**config.mk**
```make
export PLATFORM = sky130hd
export DESIGN_NAME = borrow_chain_subtractor_flat
export DESIGN_NICKNAME = d
export VERILOG_FILES = /design/src/rtl/alu_sub_pkg.sv /design/src/rtl/borrow_chain_subtractor_if.sv /design/src/rtl/borrow_lookahead_slice.sv /design/src/rtl/borrow_chain_subtractor.sv /design/src/flat_wrapper.sv
export SDC_FILE = /design/constraint.sdc
export NUM_CORES = 1
export LEC_CHECK = 0
export ABC_AREA = 1
export BUFFER_PORTS_ARGS = -buffer_cell sky130_fd_sc_hd__buf_4
export CORE_ASPECT_RATIO = 0.7
export CORE_MARGIN = 3
export CORE_UTILIZATION = 55
export CTS_CLUSTER_DIAMETER = 200
export DETAILED_ROUTE_END_ITERATION = 10
export PLACE_DENSITY_LB_ADDON = 0.08
export SKIP_LAST_GASP = 1
export SLEW_MARGIN = 10
export SYNTH_ARGS = -nofsm -noshare
export SYNTH_HDL_FRONTEND = slang
export SYNTH_SLANG_ARGS = --single-unit
```
**constraint.sdc**
```tcl
create_clock -name clk -period 5.6 [get_ports clk]
set_clock_uncertainty 0.05 [all_clocks]
set_input_delay 1.12 -clock clk [delete_from_list [all_inputs] [get_ports clk]]
set_output_delay 1.12 -clock clk [all_outputs]
set_load 0.03 [all_outputs]
```
**src/rtl/alu_sub_pkg.sv**
```systemverilog
// Shared types and sizing helpers for the wide borrow-chain subtractor.
package alu_sub_pkg;

  localparam int SUB_WIDTH = 64;
  localparam int SUB_SLICE = 16;
  localparam int N_SLICES  = SUB_WIDTH / SUB_SLICE;

  typedef enum logic [1:0] {
    IDLE = 2'd0,
    RUN  = 2'd1,
    DONE = 2'd2
  } state_t;

  // Slice counter width; a single-slice build still needs one bit
  function automatic int cnt_width(input int n);
    return (n > 1) ? $clog2(n) : 1;
  endfunction

endpackage

```
**src/rtl/borrow_chain_subtractor_if.sv**
```systemverilog
// Start/busy/done request bus of the wide subtractor. Optional abort when SUB_ABORT_EN is defined.
interface sub_if #(
  parameter int WIDTH = 64
) ();
  logic             start;
  logic [WIDTH-1:0] a;
  logic [WIDTH-1:0] b;
  logic             bin;
`ifdef SUB_ABORT_EN
  logic             abort;
`endif
  logic             busy;
  logic             done;
  logic [WIDTH-1:0] diff;
  logic             bout;
  logic             zero;
  logic             neg;
  logic             ovf;

`ifdef SUB_ABORT_EN
  modport master (output start, a, b, bin, abort,
                  input  busy, done, diff, bout, zero, neg, ovf);
  modport slave  (input  start, a, b, bin, abort,
                  output busy, done, diff, bout, zero, neg, ovf);
`else
  modport master (output start, a, b, bin,
                  input  busy, done, diff, bout, zero, neg, ovf);
  modport slave  (input  start, a, b, bin,
                  output busy, done, diff, bout, zero, neg, ovf);
`endif
endinterface

```
**src/rtl/borrow_lookahead_slice.sv**
```systemverilog
// Combinational SLICE-bit subtract x - y - bin using 4-bit group generate/propagate
// and a group-level borrow lookahead.
module borrow_lookahead_slice #(
  parameter int SLICE = 16
) (
  input  logic [SLICE-1:0] x,
  input  logic [SLICE-1:0] y,
  input  logic             bin,
  output logic [SLICE-1:0] d,
  output logic             bout
);
  localparam int NG = SLICE / 4;

  logic [SLICE-1:0] g, p, bb;
  logic [NG-1:0]    gg, gp;
  logic [NG:0]      gb;

  always_comb begin
    g  = ~x & y;
    p  = ~(x ^ y);
    gg = '0;
    gp = '0;
    for (int j = 0; j < NG; j++) begin
      gg[j] = g[4*j+3]
            | (p[4*j+3] & g[4*j+2])
            | (p[4*j+3] & p[4*j+2] & g[4*j+1])
            | (p[4*j+3] & p[4*j+2] & p[4*j+1] & g[4*j]);
      gp[j] = &p[4*j +: 4];
    end
    gb    = '0;
    gb[0] = bin;
    for (int j = 0; j < NG; j++) begin
      gb[j+1] = gg[j] | (gp[j] & gb[j]);
    end
    // Per-bit borrows inside each group are expanded from that group's borrow-in
    bb = '0;
    for (int j = 0; j < NG; j++) begin
      bb[4*j]   = gb[j];
      bb[4*j+1] = g[4*j] | (p[4*j] & gb[j]);
      bb[4*j+2] = g[4*j+1] | (p[4*j+1] & g[4*j])
                | (p[4*j+1] & p[4*j] & gb[j]);
      bb[4*j+3] = g[4*j+2] | (p[4*j+2] & g[4*j+1])
                | (p[4*j+2] & p[4*j+1] & g[4*j])
                | (p[4*j+2] & p[4*j+1] & p[4*j] & gb[j]);
    end
    d    = x ^ y ^ bb;
    bout = gb[NG];
  end

endmodule

```
**src/rtl/borrow_chain_subtractor.sv**
```systemverilog
// Multi-cycle wide subtractor: one SLICE-bit lookahead slice per clock, LSB first.
// Define SUB_ABORT_EN to add an abort input and a shadow result register.
module borrow_chain_subtractor
  import alu_sub_pkg::*;
#(
  parameter int WIDTH = SUB_WIDTH,
  parameter int SLICE = SUB_SLICE
) (
  input  logic  clk,
  input  logic  rst,
  sub_if.slave  bus
);
  localparam int N  = WIDTH / SLICE;
  localparam int CW = cnt_width(N);

  state_t                  state_q, state_d;
  logic [N-1:0][SLICE-1:0] a_q, b_q, res_q, diff_fin;
  logic [CW-1:0]           cnt_q;
  logic                    brw_q;
  logic                    bout_q, zero_q, neg_q, ovf_q;
  logic [SLICE-1:0]        slice_d;
  logic                    slice_bout;
  logic                    accept, last, abort_req, run_step;
  logic                    busy_c, done_c;

`ifdef SUB_ABORT_EN
  logic [N-1:0][SLICE-1:0] diff_q;
  assign abort_req = bus.abort;
  assign bus.diff  = diff_q;
`else
  assign abort_req = 1'b0;
  assign bus.diff  = res_q;
`endif

  assign accept   = bus.start & ((state_q == IDLE) | (state_q == DONE));
  assign last     = (cnt_q == CW'(N - 1));
  assign run_step = (state_q == RUN) & ~abort_req;

  borrow_lookahead_slice #(.SLICE(SLICE)) u_slice (
    .x    (a_q[cnt_q]),
    .y    (b_q[cnt_q]),
    .bin  (brw_q),
    .d    (slice_d),
    .bout (slice_bout)
  );

  always_comb begin
    diff_fin        = res_q;
    diff_fin[cnt_q] = slice_d;
  end

  always_ff @(posedge clk) begin
    if (!rst) state_q <= IDLE;
    else      state_q <= state_d;
  end

  always_comb begin
    state_d = state_q;
    case (state_q)
      IDLE:    if (bus.start) state_d = RUN;
      RUN:     if (abort_req) state_d = IDLE;
               else if (last) state_d = DONE;
      DONE:    state_d = bus.start ? RUN : IDLE;
      default: state_d = IDLE;
    endcase
  end

  always_comb begin
    busy_c = 1'b0;
    done_c = 1'b0;
    case (state_q)
      RUN:     busy_c = 1'b1;
      DONE:    done_c = 1'b1;
      default: ;
    endcase
  end

  assign bus.busy = busy_c;
  assign bus.done = done_c;
  assign bus.bout = bout_q;
  assign bus.zero = zero_q;
  assign bus.neg  = neg_q;
  assign bus.ovf  = ovf_q;

  // Flags are computed from the fully assembled result on the last slice edge
  always_ff @(posedge clk) begin
    if (!rst) begin
      a_q    <= '0;
      b_q    <= '0;
      res_q  <= '0;
      cnt_q  <= '0;
      brw_q  <= 1'b0;
      bout_q <= 1'b0;
      zero_q <= 1'b0;
      neg_q  <= 1'b0;
      ovf_q  <= 1'b0;
`ifdef SUB_ABORT_EN
      diff_q <= '0;
`endif
    end else if (accept) begin
      a_q   <= bus.a;
      b_q   <= bus.b;
      brw_q <= bus.bin;
      cnt_q <= '0;
    end else if (run_step) begin
      res_q <= diff_fin;
      brw_q <= slice_bout;
      cnt_q <= cnt_q + CW'(1);
      if (last) begin
        bout_q <= slice_bout;
        zero_q <= ~|diff_fin;
        neg_q  <= diff_fin[N-1][SLICE-1];
        ovf_q  <= (a_q[N-1][SLICE-1] != b_q[N-1][SLICE-1]) &
                  (diff_fin[N-1][SLICE-1] != a_q[N-1][SLICE-1]);
`ifdef SUB_ABORT_EN
        diff_q <= diff_fin;
`endif
      end
    end
  end

endmodule
```
**src/flat_wrapper.sv**
```systemverilog
// flat-port wrapper written by rule: the top's interface ports become plain ports
module borrow_chain_subtractor_flat import alu_sub_pkg::*;
#(
  parameter int WIDTH = SUB_WIDTH,
  parameter int SLICE = SUB_SLICE
)
  (clk, rst, bus_start, bus_a, bus_b, bus_bin, bus_busy, bus_done, bus_diff, bus_bout, bus_zero, bus_neg, bus_ovf);
  sub_if #(.WIDTH(WIDTH)) bus_i ();
  input  logic clk;
  input  logic rst;
  input wire logic [$bits(bus_i.start)-1:0] bus_start;
  input wire logic [$bits(bus_i.a)-1:0] bus_a;
  input wire logic [$bits(bus_i.b)-1:0] bus_b;
  input wire logic [$bits(bus_i.bin)-1:0] bus_bin;
  output wire logic [$bits(bus_i.busy)-1:0] bus_busy;
  output wire logic [$bits(bus_i.done)-1:0] bus_done;
  output wire logic [$bits(bus_i.diff)-1:0] bus_diff;
  output wire logic [$bits(bus_i.bout)-1:0] bus_bout;
  output wire logic [$bits(bus_i.zero)-1:0] bus_zero;
  output wire logic [$bits(bus_i.neg)-1:0] bus_neg;
  output wire logic [$bits(bus_i.ovf)-1:0] bus_ovf;
  assign bus_i.start = bus_start;
  assign bus_i.a = bus_a;
  assign bus_i.b = bus_b;
  assign bus_i.bin = bus_bin;
  assign bus_busy = bus_i.busy;
  assign bus_done = bus_i.done;
  assign bus_diff = bus_i.diff;
  assign bus_bout = bus_i.bout;
  assign bus_zero = bus_i.zero;
  assign bus_neg = bus_i.neg;
  assign bus_ovf = bus_i.ovf;
  borrow_chain_subtractor #(.WIDTH(WIDTH), .SLICE(SLICE)) u_core (.clk(clk), .rst(rst), .bus(bus_i));
endmodule
```
==> summary.md, run 1 <==
| Metric | Value |
|---|---|
| Post-synthesis sequential area ratio | 0.422 |
| CTS clk-pin slew, worst paths | roughly 0.06 ns |
| PortBufs | roughly 200 |
| Mapped Cells | about 1,400 |
| WL per Instance | around 17 µm |
| GP Congestion | 0.884 |
| Reg power frac | 0.399 |
| Leak pwr | 5.57 nW |
| Root cell of the clock tree | clkbuf_16 |
| Post_cts resized | 0 |
| Post-place setup slack | 1.21 ns |
| Residual DRC | 0 |
| Clk buf depth | 3 |
| # hold bufs at CTS | 0 |
| Pin count of the biggest net entering global routing | 129 |
| Initial Util | 0.573 |
| Fin crit period | ~4.5 ns |
| Max stage delay cell, worst path | fa_1 |
| Worst relative slew slack | 0.262 |
| RSZ-0062 raised after global routing | false |
| Hold Fails Final Rpt | 0 |
| Layout cells sized above 1 | 0.197 |
| Detailed Route WL | 29,000 µm |
| Synthesis Warnings | 0 |
| Commonest non-fill, non-tap cell in the layout | nor2_1 |
| Tightest Pin Transition | between 1 and 1.5 ns |
| Syn_area_per_cell | 6.95 µm² |
| DR pass1 iterations | 5 |
| Largest area contributor in the netlist | dfxtp_1 |
| Die Span Y | roughly 120 µm |
| Crit path top cell by count | nand2_1 |
| Fin. max-slew vios | 0 |
| Remaining Overflow, GRT | 0 |
| First-pass GRT wire length | 45,700 µm |
| # setup viols final | 0 |
| Crit path max fanout | 31 |
| 1st-iter DRT viols | between 1,000 and 1,500 |
| Post-layout net count | 1,674 |
| CTS tree | done |
| Clk pwr share | 0.314 |
| Syn-to-layout area delta | 22.5% |
| Max cap viols | 0 |
| Fillers | approximately 1,400 |
| Combinational share of power | 0.287 |
| Clock Latency Late Sink | 0.49 ns |
| CP Launch Type | flip-flop |
| Row cnt | 39 |
| Internal | 2.69 mW |
| Worst IR Drop VDD | between 200 and 250 µV |
| Setup bufs post-CTS | 0 |
| Post-DP HPWL | 20,500 µm |
| CP required | 5.96 ns |
| Die ar. | 0.0190 mm² |
| Antenna diode count | 0 |
| Class of the worst hold path | flip-flop to flip-flop |
| WS Path Type | flip-flop to flip-flop |
| GRT Overall Usage | 0.298 |
| Power Density | about 350 mW/mm² |
| H-tree levels | 1 |
| GR Util met2 | 0.441 |
| #FFs+latches synth | 201 |
| GR Util met3 | 0.0627 |
| Commonest non-fill, non-tap cells in the layout | nor2_1 (338), buf_4 (214), nand2_1 (210), o21ai_0 (210), dfxtp_1 (200) |
| Initial antenna violation count | 0 |
| Synth cell types | 40 |
| Met1 global-route usage | 0.452 |
| Core outline area | 0.0166 mm² |
| Post-synth top area share | 0.422 |
| Crit path max-delay family | simple AND/OR/NAND/NOR gates |
| Synthesized area | 0.00953 mm² |
| Vias post-DR | 9,595 |
| Num CTS Buffers | 20 |
| IO Pins | 202 |
| Sw Share | 0.342 |
| Max incr delay on CP | around 0.62 ns |
| Fmax | 221 MHz |
| Vias per cell | 5.47 |
| Final setup TNS | 0 ns |
| Bufs and invs on worst path | 3 |
| CP arrival | 4.89 ns |
| Die Width | 163 µm |
| Switch Pwr | roughly 1.4 mW |
| Antenna Nets Post-Route | 0 |
| Top cells by area, synth | dfxtp_1 (42%), nor2_1 (13%), o21ai_0 (11%) |
| CP Capture Type | flip-flop |
| Post-route setup slack | 1.07 ns |
| Syn_nets | about 1,500 |
| Final worst-path cycle share | 0.809 |
| Clock sink total | 201 |
| Outcome | completed |
| Vias in the first global route | 8,673 |
| GR peak layer | met1 |
==> cell type report <==
| class | count | area [µm²] | area share |
|---|---|---|---|
| inverters | 79 | 299 | 0.0256 |
| clock buffers | 29 | 596 | 0.0510 |
| repair buffers | 214 | 1610 | 0.138 |
| clock inverters | 4 | 25.0 | 0.00214 |
| well taps | 225 | 282 | 0.0241 |
| multi-input cells | 1002 | 4850 | 0.415 |
| flip-flops and latches | 201 | 4030 | 0.345 |
==> cells by family after synthesis <==
kind of cell	Yosys count	share of synthesized area
AND/OR/NAND/NOR	630	0.267
flip-flops	201	0.422
AO/OA/AOI/OAI	345	0.203
multiplexers	3	0.00315
buffers and inverters	169	0.0705
adder cells (fa/ha/maj)	24	0.0346
==> layer usage <==
metal,wire length (µm),part of all wire
met1,13400,0.46
met2,12100,0.42
met3,3080,0.11
met4,466,0.016
met5,0,0
==> synthesized netlist by cell type <==
cell      number
dfxtp_1      201
buf_6          2
nand2_1      210
a21o_1         1
nand3b_1       1
nor3_1         1
or2_2         16
clkinv_1       4
mux2i_1        3
clkbuf_1      80
buf_2          2
nand3_1       40
nor2_2         3
o21ai_0      210
nand4_1        1
nand2_2       13
a21oi_1       51
a32oi_1        4
o22ai_1       14
o211a_1        2
o21ai_1       12
buf_12         1
nor2_1       339
a31oi_1        6
o21a_1         2
a21oi_2        6
a32o_1        13
a211oi_1       4
nand3b_2       1
ha_1          20
nand2_4        2
buf_1          4
o211ai_1      17
fa_1           4
inv_2          7
buf_4          1
o21ai_2        2
nand3_2        3
o21bai_1       1
inv_1         68
==> power by group through the flow <==
| stage | Sequential, mW | Clock [mW] | Combinational (mW) |
|---|---|---|---|
| 2_1_floorplan | 1.70 | 0 | 0.728 |
| 3_3_place_gp | 1.66 | 0 | 1.13 |
| 3_5_place_dp | 1.66 | 0 | 1.15 |
| 4_1_cts | 1.63 | 1.29 | 1.16 |
| 5_1_grt | 1.64 | 1.35 | 1.31 |
| 6_report | 1.63 | 1.28 | 1.17 |
==> path summary, 6_finish.rpt <==
path | start | endpoint | slack, ns | depth (start not counted)
min | u_core.bus.diff[53] | u_core.bus.diff[53] | 0.42 | 1
max reg2reg | u_core.cnt_q[0] | u_core.bus.zero | 1.07 | 29
max | u_core.cnt_q[0] | u_core.bus.zero | 1.07 | 29
min reg2reg | u_core.bus.diff[53] | u_core.bus.diff[53] | 0.42 | 1
==> sequential cells by signal, indices dropped and copies added (netlist names) <==
signal / count
u_core.a_q: 64
u_core.b_q: 64
u_core.bus.diff: 64
u_core.cnt_q: 2
u_core.state_q: 2
u_core.brw_q: 1
u_core.bus.bout: 1
u_core.bus.neg: 1
u_core.bus.ovf: 1
u_core.bus.zero: 1
==> per-stage QoR <==
step	utilization	instances	area, µm²	total power, mW	hold WS, ns
2_1_floorplan	-	1372	9530	2.43	0.409
5_1_grt	0.702	1754	11700	4.30	0.445
6_report	0.702	1754	11700	4.09	0.422
4_1_cts	0.702	1754	11700	4.08	0.424
3_5_place_dp	0.665	1721	11100	2.80	0.410
3_3_place_gp	0.665	1721	11100	2.78	0.402
(Power assumes the default switching activity.)
==> run 2: changes to the inputs <==
==> constraint.sdc (replaced) <==
create_clock -name clk -period 4.5 [get_ports clk]
set_clock_uncertainty 0.05 [all_clocks]
set_input_delay 0.9 -clock clk [delete_from_list [all_inputs] [get_ports clk]]
set_output_delay 0.9 -clock clk [all_outputs]
set_load 0.03 [all_outputs]
==> summary.md, run 2 (same netlist as run 1, synthesis figures left out) <==
| Metric | Value |
|---|---|
| Outcome | completed |
| CTS clk-pin slew, worst paths | 0.06 ns |
| Vias in the first global route | 8,667 |
| Clock Latency Late Sink | 0.49 ns |
| Remaining Overflow, GRT | 0 |
| Crit path top cell by count | nand2_1 |
| Num CTS Buffers | 19 |
| Residual DRC | 0 |
| Worst relative slew slack | 0.294 |
| CP required | 4.86 ns |
| Layout cells sized above 1 | 0.202 |
| Fin. max-slew vios | 0 |
| Final setup TNS | 0 ns |
| FF-to-FF End | u_core.bus.zero |
| Reg2reg setup slack | 0.27 ns |
| GRT Overall Usage | 0.292 |
| Metal2 WL | 11,800 µm |
| WHS Endpoint | u_core.bus.diff[61] |
| Commonest non-fill, non-tap cells in the layout | nor2_1 (338), buf_4 (215), nand2_1 (210) |
| Vias per cell | 5.55 |
| H-tree levels | 1 |
| Power, Total | between 5 and 6 mW |
| Max cap viols | 0 |
| 1st-iter DRT viols | between 1,000 and 1,500 |
| Detailed Route WL | 28,800 µm |
| Hold Fails Final Rpt | 0 |
| Worst R2R Path Depth | 28 |
| Highest routed metal layer | met5 |
| CP arrival | 4.58 ns |
| Fmax | roughly 240 MHz |
| Initial Util | 0.573 |
| DR pass1 iterations | 5 |
| Vias post-DR | 9,749 |
| Multi-input logic area | 0.00487 mm² |
| Antenna diode count | 0 |
| IO Pins | a little over 200 |
| CP Capture Type | flip-flop |
| Fillers | 1,419 |
| Core outline area | roughly 0.017 mm² |
| WS Path Type | flip-flop to flip-flop |
| Antenna Nets Post-Route | 0 |
| Commonest non-fill, non-tap cell in the layout | nor2_1 |
| Max stage delay cell, worst path | fa_2 |
| PortBufs | 201 |
| CTS tree | done |
| Class of the worst hold path | flip-flop to flip-flop |
| Pin count of the biggest net entering global routing | 129 |
| First-pass GRT wire length | around 45,000 µm |
| Worst IR Drop VDD | 312 µV |
| Wire length on met3 | 2930 µm |
| Final worst-path cycle share | 0.939 |
| Hold Crit Depth | 1 |
| Root cell of the clock tree | clkbuf_16 |
| Die ar. | roughly 0.019 mm² |
| # setup viols final | 0 |
| Clk buf depth | 3 |
| GP Congestion | 0.904 |
| Crit path max fanout | 24 |
| Leak pwr | about 5.6 nW |
| Tightest Pin Transition | ~1.1 ns |
| Max incr delay on CP | 0.61 ns |
| Fin crit period | 4.23 ns |
| Clock sink total | 201 |
| CP Launch Type | flip-flop |
| Row cnt | 39 |
| Initial antenna violation count | 1 |
| Die Width | 163 µm |
| Post-layout net count | approximately 1,700 |
| WL per Instance | 16.4 µm |
| Wl on met1 | 13,400 µm |
| Power Density | 430 mW/mm² |
| RSZ-0062 raised after global routing | false |
| Syn-to-layout area delta | 23.5% |
| Post-DP HPWL | just over 20,000 µm |
| # hold bufs at CTS | 0 |
| Die Span Y | 116 µm |
| Reg area | approximately 0.0040 mm² |
| R2r startpoint | u_core.cnt_q[1] |
| HP Start | u_core.bus.diff[61] |
[run 2: metal layers]
layer | track usage | vias up
met5 | 0 | -
met1 | 0.443 | 4449
li1 | - | 4798
met2 | 0.425 | 449
met3 | 0.0638 | 51
met4 | 0.0699 | 2
[run 2: per-stage QoR]
step | area [µm²] | hold WS [ns] | utilization | cells | setup slack [ns]
5_1_grt | 11800 | 0.434 | 0.707 | 1757 | 0.00613
3_5_place_dp | 11100 | 0.414 | 0.668 | 1725 | 0.296
6_report | 11800 | 0.423 | 0.707 | 1757 | 0.273
3_3_place_gp | 11100 | 0.405 | 0.668 | 1725 | 0.341
2_1_floorplan | 9530 | 0.409 | - | 1372 | 0.554
4_1_cts | 11700 | 0.429 | 0.703 | 1755 | 0.248
[run 2: cell type report]
class / count / area share
Tap cell: 225 / 0.0239
Timing Repair Buffer: 220 / 0.146
Clock inverter: 4 / 0.00383
Sequential cell: 201 / 0.342
Clock buffer: 26 / 0.0452
Multi-Input combinational cell: 1002 / 0.414
Inverter: 79 / 0.0256
[run 2: what timing repair did]
item	4_1_cts	5_1_grt
setup endpoints to repair	0	1
buffers inserted	0	0
hold endpoints to repair	0	0
resized for setup	0	9
[run 2: worst max-delay path: cells and delay by family (launching register included)]
kind	cells	cell delay, ns
buffers and inverters	3	0.44
and+or+nand+nor	18	1.49
adders and majority gates	2	0.98
DFF	1	0.32
AOI/OAI and AO/OA	5	0.85
[run 2: how the worst max path moves through the flow]
stage / start / endpoint / slack [ns] / cells past startpoint
6_report: u_core.cnt_q[1] / u_core.bus.zero / 0.27 / 28
2_1_floorplan: u_core.cnt_q[0] / u_core.bus.zero / 0.55 / 31
3_3_place_gp: u_core.cnt_q[1] / u_core.bus.zero / 0.34 / 28
5_1_grt: u_core.cnt_q[0] / u_core.bus.zero / 0.006 / 28
3_5_place_dp: u_core.cnt_q[1] / u_core.bus.zero / 0.30 / 28
4_1_cts: u_core.cnt_q[1] / u_core.bus.zero / 0.25 / 28
[run 2: power by group]
part           leakage (nW)  internal, mW  total (mW)  switching [mW]
Sequential             1.66          1.93        2.03           0.104
Clock                 0.286         0.879        1.55           0.668
Combinational          3.68         0.523        1.49           0.963
Total                  5.63          3.33        5.06            1.73
==> run 3: changes to the inputs <==
--- a/config.mk
+++ b/config.mk
@@ -9,7 +9,7 @@
 export BUFFER_PORTS_ARGS = -buffer_cell sky130_fd_sc_hd__buf_4
 export CORE_ASPECT_RATIO = 0.7
 export CORE_MARGIN = 3
-export CORE_UTILIZATION = 55
+export CORE_UTILIZATION = 54
 export CTS_CLUSTER_DIAMETER = 200
 export DETAILED_ROUTE_END_ITERATION = 10
 export PLACE_DENSITY_LB_ADDON = 0.08
==> summary.md, run 3 (same netlist as run 1, synthesis figures left out) <==
| Metric | Value |
|---|---|
| # setup viols final | 0 |
| Antenna diode count | 0 |
| GR peak layer | met1 |
| Post-place setup slack | 0.271 ns |
| PortBufs | 201 |
| WS Path Type | flip-flop to flip-flop |
| Max cap viols | 0 |
| DR pass1 iterations | 5 |
| Worst relative slew slack | 0.291 |
| Initial Util | 0.568 |
| IO Pins | 202 |
| Antenna Nets Post-Route | 0 |
| Layout cells sized above 1 | 0.200 |
| CP required | 4.86 ns |
| Vias per cell | 5.53 |
| Post-DP HPWL | around 21,000 µm |
| Die ar. | 0.0193 mm² |
| GP Congestion | 0.910 |
| Post-route setup slack | 0.296 ns |
| CP arrival | 4.56 ns |
| Fin crit period | 4.20 ns |
| Residual DRC | 0 |
| CP Capture Type | flip-flop |
| Die Width | approximately 160 µm |
| Post-layout net count | around 1,700 |
| H-tree levels | 1 |
| Leak pwr | between 5 and 6 nW |
| Vias in the first global route | between 8,000 and 9,000 |
| Clk buf depth | 3 |
| Clock sink total | 201 |
| Worst IR Drop VDD | 269 µV |
| Die Span Y | 117 µm |
| Syn-to-layout area delta | 23.2% |
| Setup bufs post-CTS | 0 |
| Num CTS Buffers | 19 |
| Root cell of the clock tree | clkbuf_16 |
| Initial antenna violation count | 0 |
| Outcome | completed |
| Class of the worst hold path | flip-flop to flip-flop |
| Commonest non-fill, non-tap cell in the layout | nor2_1 |
| First-pass GRT wire length | 44,900 µm |
| 1st-iter DRT viols | 1,037 |
| Detailed Route WL | 28,900 µm |
| Fmax | 238 MHz |
| CTS clk-pin slew, worst paths | approximately 0.07 ns |
| Crit path max fanout | 23 |
| GR Util met3 | 0.0405 |
| CTS tree | done |
| Power Density | approximately 430 mW/mm² |
| Final worst-path cycle share | 0.934 |
| Vias post-DR | 9,713 |
| GR Util met2 | 0.439 |
| Remaining Overflow, GRT | 0 |
| Fin. max-slew vios | 0 |
| Pin count of the biggest net entering global routing | 129 |
| Commonest non-fill, non-tap cells in the layout | nor2_1 (338), buf_4 (211), nand2_1 (210), o21ai_0 (210), dfxtp_1 (200) |
| Hold Fails Final Rpt | 0 |
| Core outline area | 0.0168 mm² |
| Tightest Pin Transition | 1.06 ns |
| WL per Instance | 16.5 µm |
| Clock Latency Late Sink | 0.49 ns |
| Final setup TNS | 0 ns |
| Power, Total | 5.10 mW |
| Met1 global-route usage | 0.445 |
| Fillers | 1,492 |
| Row cnt | 39 |
| CP Launch Type | flip-flop |
| GRT Overall Usage | 0.291 |
-- run 3: cell count changes in the layout (fill, tap and decap cells not counted), sizes merged --
cell	change
buf	-3
clkbuf	+1
-- run 3: final timing paths --
kind	startpoint	to	cells past startpoint	slack [ns]
max reg2reg	u_core.cnt_q[0]	u_core.bus.zero	25	0.30
min	u_core.bus.diff[53]	u_core.bus.diff[53]	1	0.43
min reg2reg	u_core.bus.diff[53]	u_core.bus.diff[53]	1	0.43
max	u_core.cnt_q[0]	u_core.bus.zero	25	0.30
-- run 3: cell type report --
type	instances	area (µm²)	area share
Multi-Input combinational cell	1002	4870	0.415
Timing Repair Buffer	215	1660	0.141
Inverter	79	304	0.0259
Clock inverter	4	48.8	0.00415
Tap cell	225	282	0.0240
Clock buffer	29	563	0.0479
Sequential cell	201	4030	0.343
-- run 3: metrics by stage --
| step | cells | hold slack, ns | instance area (µm²) | util |
|---|---|---|---|---|
| after floorplan | 1372 | 0.409 | 9530 | - |
| after global placement | 1722 | 0.405 | 11100 | 0.661 |
| after detailed placement | 1722 | 0.413 | 11100 | 0.661 |
| after CTS | 1755 | 0.428 | 11700 | 0.697 |
| after global routing | 1755 | 0.433 | 11700 | 0.700 |
| final | 1755 | 0.426 | 11700 | 0.700 |
-- run 3: per-layer routing --
| layer | wire length, µm | vias up |
|---|---|---|
| li1 | - | 4787 |
| met1 | 13700 | 4467 |
| met2 | 12100 | 420 |
| met3 | 2540 | 39 |
| met4 | 512 | 0 |
| met5 | 0 | - |
-- run 3: power breakdown --
part,total (mW),switching (mW),internal [mW]
sequential,2.04,0.109,1.93
combinational,1.46,0.944,0.517
clock,1.60,0.680,0.921
total,5.10,1.73,3.37
-- run 3: repair_timing --
action,CTS,global route
gates resized for setup,0,12
hold buffers,0,0
endpoints found under the setup margin,0,1
-- run 3: critical path, stage by stage (launching register included) --
cell	delay (ns)
dfxtp_2	0.42
buf_6	0.23
nand2_1	0.13
a32o_1	0.26
ha_1	0.37
a21oi_2	0.19
o21ai_1	0.11
a21oi_2	0.20
nand2_4	0.10
fa_2	0.60
nand2_1	0.06
o21ai_0	0.13
nand2_1	0.09
nor2_1	0.11
nand2_1	0.05
nor2_1	0.13
nand3_1	0.08
nor2_1	0.09
nand2_1	0.07
nor2_2	0.10
nand2_1	0.07
nor2_1	0.12
nand2_1	0.07
nor2_2	0.09
nand3_2	0.07
a21oi_2	0.11
